[config.mk]
export PLATFORM = sky130hd
export DESIGN_NAME = regfile_wb_arbiter
export DESIGN_NICKNAME = d
export VERILOG_FILES = /design/src/rtl/regfile_pkg.sv /design/src/rtl/rr_arbiter2.sv /design/src/rtl/regfile_wb_arbiter.sv
export SDC_FILE = /design/constraint.sdc
export NUM_CORES = 1
export LEC_CHECK = 0
export ABC_AREA = 1
export CAP_MARGIN = 20
export CORE_AREA = 2 2 98 100
export CTS_BUF_LIST = sky130_fd_sc_hd__clkbuf_8 sky130_fd_sc_hd__clkbuf_16
export CTS_CLUSTER_DIAMETER = 50
export DETAILED_ROUTE_END_ITERATION = 8
export DIE_AREA = 0 0 100 102
export PLACE_DENSITY = 0.84
export RECOVER_POWER = 50
export SLEW_MARGIN = 5
export SYNTH_ARGS = -nofsm -noshare
export SYNTH_HDL_FRONTEND = slang
export SYNTH_SLANG_ARGS = --single-unit
[constraint.sdc]
create_clock -name clk -period 3 [get_ports clk]
set_input_delay 0.75 -clock clk [delete_from_list [all_inputs] [get_ports clk]]
set_output_delay 0.75 -clock clk [all_outputs]
set_load 0.03 [all_outputs]
[src/rtl/regfile_pkg.sv]
// Shared widths and write-back request type for the register-file write-back path.
package regfile_pkg;
  localparam int NREGS = 32;
  localparam int AW    = $clog2(NREGS);
  localparam int DW    = 32;

  typedef logic [AW-1:0] reg_addr_t;
  typedef logic [DW-1:0] reg_data_t;

  typedef struct packed {
    reg_addr_t addr;
    reg_data_t data;
  } wb_req_t;
endpackage

[src/rtl/rr_arbiter2.sv]
// Two-way round-robin grant, combinational from valids and last_grant; no grants while in reset.
// last_grant moves only on an accepted handshake, so a waiting requester keeps its priority.
module rr_arbiter2 (
  input  logic       clk,
  input  logic       reset,
  input  logic [1:0] valid,
  input  logic       accept,
  output logic [1:0] grant
);
  // last_grant_q == 1 means requester 1 won last, so requester 0 wins the next contention.
  logic last_grant_q;
  logic last_grant_d;

  always_comb begin
    grant = 2'b00;
    if (!reset) begin
      unique case (valid)
        2'b01:   grant = 2'b01;
        2'b10:   grant = 2'b10;
        2'b11:   grant = last_grant_q ? 2'b01 : 2'b10;
        default: grant = 2'b00;
      endcase
    end
  end

  always_comb begin
    last_grant_d = last_grant_q;
    if (accept) last_grant_d = grant[1];
  end

  always_ff @(posedge clk) begin
    if (reset) last_grant_q <= 1'b1;
    else       last_grant_q <= last_grant_d;
  end
endmodule

[src/rtl/regfile_wb_arbiter.sv]
// Shares the RegisterFile write port between ALU and load write-back; WE3 follows acceptance by 1 cycle.
// Readies are round-robin grants (forced low in reset); also keeps the pending scoreboard and read hazards.
module regfile_wb_arbiter #(
  parameter int NREGS = regfile_pkg::NREGS,
  parameter int AW    = regfile_pkg::AW,
  parameter int DW    = regfile_pkg::DW
) (
  input  logic             clk,
  input  logic             reset,
  input  logic             req0_valid,
  output logic             req0_ready,
  input  logic [AW-1:0]    req0_addr,
  input  logic [DW-1:0]    req0_data,
  input  logic             req1_valid,
  output logic             req1_ready,
  input  logic [AW-1:0]    req1_addr,
  input  logic [DW-1:0]    req1_data,
  input  logic             rsv_valid,
  input  logic [AW-1:0]    rsv_addr,
  input  logic [AW-1:0]    rd_addr1,
  input  logic [AW-1:0]    rd_addr2,
  output logic             hazard1,
  output logic             hazard2,
  output logic             WE3,
  output logic [AW-1:0]    A3,
  output logic [DW-1:0]    WD3,
  output logic [NREGS-1:0] pending
);
  logic [1:0]           grant;
  logic                 accept;
  regfile_pkg::wb_req_t acc_req;

  logic             we3_q, we3_d;
  logic [AW-1:0]    a3_q, a3_d;
  logic [DW-1:0]    wd3_q, wd3_d;
  logic [NREGS-1:0] pending_q, pending_d;

  rr_arbiter2 u_arb (
    .clk    (clk),
    .reset  (reset),
    .valid  ({req1_valid, req0_valid}),
    .accept (accept),
    .grant  (grant)
  );

  assign req0_ready = grant[0];
  assign req1_ready = grant[1];
  assign accept     = (req0_valid && req0_ready) || (req1_valid && req1_ready);

  always_comb begin
    acc_req.addr = req0_addr;
    acc_req.data = req0_data;
    if (grant[1]) begin
      acc_req.addr = req1_addr;
      acc_req.data = req1_data;
    end
  end

  // x0 writes complete the handshake but never reach the file or the scoreboard.
  always_comb begin
    we3_d     = accept && (acc_req.addr != '0);
    a3_d      = a3_q;
    wd3_d     = wd3_q;
    pending_d = pending_q;
    if (we3_d) begin
      a3_d                    = acc_req.addr;
      wd3_d                   = acc_req.data;
      pending_d[acc_req.addr] = 1'b0;
    end
    // Applied after the clear so a newly issued producer of the same register wins.
    if (rsv_valid && (rsv_addr != '0)) pending_d[rsv_addr] = 1'b1;
    pending_d[0] = 1'b0;
  end

  always_ff @(posedge clk) begin
    if (reset) begin
      we3_q     <= 1'b0;
      a3_q      <= '0;
      wd3_q     <= '0;
      pending_q <= '0;
    end else begin
      we3_q     <= we3_d;
      a3_q      <= a3_d;
      wd3_q     <= wd3_d;
      pending_q <= pending_d;
    end
  end

  // The in-flight term covers the cycle where the file has not yet committed WD3.
  assign hazard1 = (rd_addr1 != '0) && (pending_q[rd_addr1] || (we3_q && (a3_q == rd_addr1)));
  assign hazard2 = (rd_addr2 != '0) && (pending_q[rd_addr2] || (we3_q && (a3_q == rd_addr2)));

  assign WE3     = we3_q;
  assign A3      = a3_q;
  assign WD3     = wd3_q;
  assign pending = pending_q;
endmodule
==> results.yml <==
yosys:
  synth-main-ff-cell: "dfxtp_1"
  ys.warnings.count: 0
  syn_nets: 804
  synthTopCellsByArea: "dfxtp_1, nand2_1, nor2_1"
  synth_seq_cells: 70
  syn_inst: 710
  synth.avg_cell_area_um2: 5.92
  synth_area_um2: 4200
  ys_seq_area_share_pct: 33.3
  synth_top_area_cell: "dfxtp_1"
  netlist.area_leader.share_pct: 33.3
  synth-edff-count: 0
  synth_cell_types: 26
  synthArstFlopShare_pct: 0
power:
  comb_power_share_pct: 29.2
  internal_power_mw: 1.58
  finalPower_mw: 2.40
  p_seq_share_pct: 42.4
  power_switching_mw: 0.828
  p_leak_nw: 2.82
  clockPowerShare_pct: 28.4
  ir_drop_v: 0.000191
  p_per_area_nw_per_um2: 389
  p_sw_share_pct: 34.4
sta:
  period_needed_ns: 2.90
  finalMaxSlewViolations: 0
  hold_violations: 0
  fin_setup_tns_ns: 0
  fmax_mhz: 344
  finalSetupViolCount: 0
  slew-limit-headroom_pct: 52.7
  worst_slack_ns: 0.0971
  period_share_pct: 96.8
  tightest_slew_ns: 0.708
  rsz0062_at_grt: "no"
  skew_ns: 0.0139
detailed_routing:
  vias: 5298
  wl_per_cell_um: 15.0
  drt_iter0_drc: 336
  firstDrtPassIters: 5
  drc: 0
  avgViaCountPerCell: 5.36
  drt_wl_total_mm: 14.8
  final_antenna_net_count: 0
grt:
  grt_pass1_wl_mm: 23.3
  grt-busiest-layer: "met2"
  grt_use_met1_pct: 34.8
  gr-total-overflow: 0
  grt_max_degree: 39
  antenna_found_initial: 0
  grtUsageMet2_pct: 48.6
  first_global_vias: 4921
  grt_usage_pct: 28.6
  groute.layer.met3.usage_pct: 5.61
place:
  port_buffers: 166
  finalWeightedCongestion: 0.958
  pre_cts_slack_ns: -0.190
  dpl.hpwl_mm: 11.3
  placed_cells: 969
  placed_area_um2: 5950
die:
  io_pins: 168
  start_util_pct: 46.1
  core_area_um2: 9110
  rows: 35
  die_area_um2: 10200
  die-width_um: 100
  die_h_um: 102
clock_tree:
  cts.clk_slew.worst_paths_ns: 0.09
  cts_sinks: 70
  clock_latency_ns: 0.35
  root_buffer: "clkbuf_8"
  htree_num_levels: 3
  cts.path.max_buffers: 2
  cts_tree: "done"
  cts_buffers: 9
cells_and_area:
  diodes: 0
  layout-drive-gt1-share_pct: 7.07
  area_growth_pct: 46.9
  fin_area_um2: 6170
  instances_no_fill: 988
  nets: 966
min_path:
  hp-start: "WD3[1]"
  min_path_cells: 2
  hold_end: "WD3[1]"
  hold_class: "flop to flop"
setup_path:
  crit_required_ns: 2.25
  crit_fanout: 5
  startpoint_type: "input port"
  crit_arrival_ns: 2.15
  reg2reg_depth: 11
  rrSetupSlack_ns: 1.05
  worst-setup-path-type: "input port to output pin"
  crit_path_end_kind: "output pin"
  timing.rr.end: "WD3[11]"
  r2r-start: "u_arb.last_grant_q"
run_status:
  status: "completed"
flow_run:
  maxCapViolations: 0
[how the worst max path moves through the flow]
| stage | from | to | slack [ns] | cells after the start |
|---|---|---|---|---|
| finish | rd_addr2[3] | hazard2 | 0.1 | 11 |
| global route | rd_addr2[2] | hazard2 | 0.01 | 11 |
| CTS | rd_addr2[1] | hazard2 | 0.01 | 13 |
| detailed placement | rd_addr2[0] | hazard2 | -0.19 | 12 |
| global placement | rd_addr2[0] | hazard2 | -0.12 | 12 |
| floorplan | rd_addr1[0] | hazard1 | 0.31 | 10 |
[per-stage QoR]
step | utilization [%] | hold WS [ns]
2_1_floorplan | - | 0.472
3_3_place_gp | 65.3 | 0.464
3_5_place_dp | 65.3 | 0.475
4_1_cts | 67.6 | 0.491
5_1_grt | 67.8 | 0.509
6_report | 67.8 | 0.484
[metal layers]
layer | part of all wire (%) | up-vias
met5 | 0 | -
met4 | 3.7 | 0
met3 | 9.5 | 48
met2 | 48 | 300
met1 | 39 | 2348
li1 | - | 2602
[layout by cell type (no fill, tap or decap), types with 2 or more instances in the layout]
cell type	netlist	final
a21oi_1	43	42
nand2_4	2	2
inv_6	0	2
nor2_1	112	112
clkinvlp_4	0	3
clkbuf_8	0	9
dlygate4sd3_1	0	70
clkbuf_2	0	2
nand2_1	228	228
nor2_2	2	2
o22ai_1	5	5
o211ai_1	9	9
nand3_1	66	66
inv_1	52	48
nand2_2	5	5
o21ai_1	17	19
dfxtp_1	70	70
clkdlybuf4s50_1	0	89
o21ai_0	42	40
buf_6	3	2
nor3_1	5	5
buf_4	6	21
nand4_1	9	9
inv_4	2	2
inv_2	1	6
[cell type report]
cell class / count / area (um^2)
Sequential cell: 70 / 1400
Clock inverter: 7 / 48.8
Fill cell: 829 / 2930
Tap cell: 111 / 139
Timing Repair Buffer: 187 / 1850
Clock buffer: 9 / 124
Multi-Input combinational cell: 549 / 2400
Inverter: 55 / 211
[timing repair]
item / in CTS / in global routing
pin swaps: 0 / 1
gates cloned: 1 / 0
hold buffers: 0 / 0
setup endpoints to repair: 2 / 2
setup buffers: 0 / 2
gates resized for setup: 3 / 14
[registers in the layout (all words and copies together) (netlist names)]
register and flops:
A3 5, WE3 1, WD3 32, pending 31, u_arb.last_grant_q 1
[power groups by stage]
| stage | combinational [mW] | sequential, mW | clock (mW) |
|---|---|---|---|
| 2_1_floorplan | 0.296 | 1.13 | 0 |
| 3_3_place_gp | 0.692 | 1.04 | 0 |
| 3_5_place_dp | 0.703 | 1.04 | 0 |
| 4_1_cts | 0.711 | 1.02 | 0.689 |
| 5_1_grt | 0.764 | 1.02 | 0.728 |
| 6_report | 0.701 | 1.02 | 0.683 |
[synth_stat cells, types with 8 or more instances]
library cell and number:
o211ai_1 9, nor2_1 112, nand4_1 9, dfxtp_1 70
buf_2 8, o21ai_0 42, o21ai_1 17, inv_1 52
clkbuf_1 16, nand2_1 228, a21oi_1 43, nand3_1 66
[critical path, stage by stage]
cell,delay (ns)
clkdlybuf4s50_1,0.51
inv_1,0.14
nand2_1,0.07
a21oi_1,0.14
nand4_1,0.10
nand2_1,0.07
inv_1,0.03
nand3_1,0.07
nand2_1,0.06
inv_1,0.06
buf_4,0.15
[cells by family after synthesis]
logic type	Yosys count	synth area share, %
and+or+nand+nor	431	42.3
xor gates and xnor gates	1	0.208
DFF	70	33.3
buffers and inverters	91	9.56
AOI/OAI and AO/OA	116	14.5
other	1	0.0892
No activity file was read; power rests on OpenSTA's default activity.
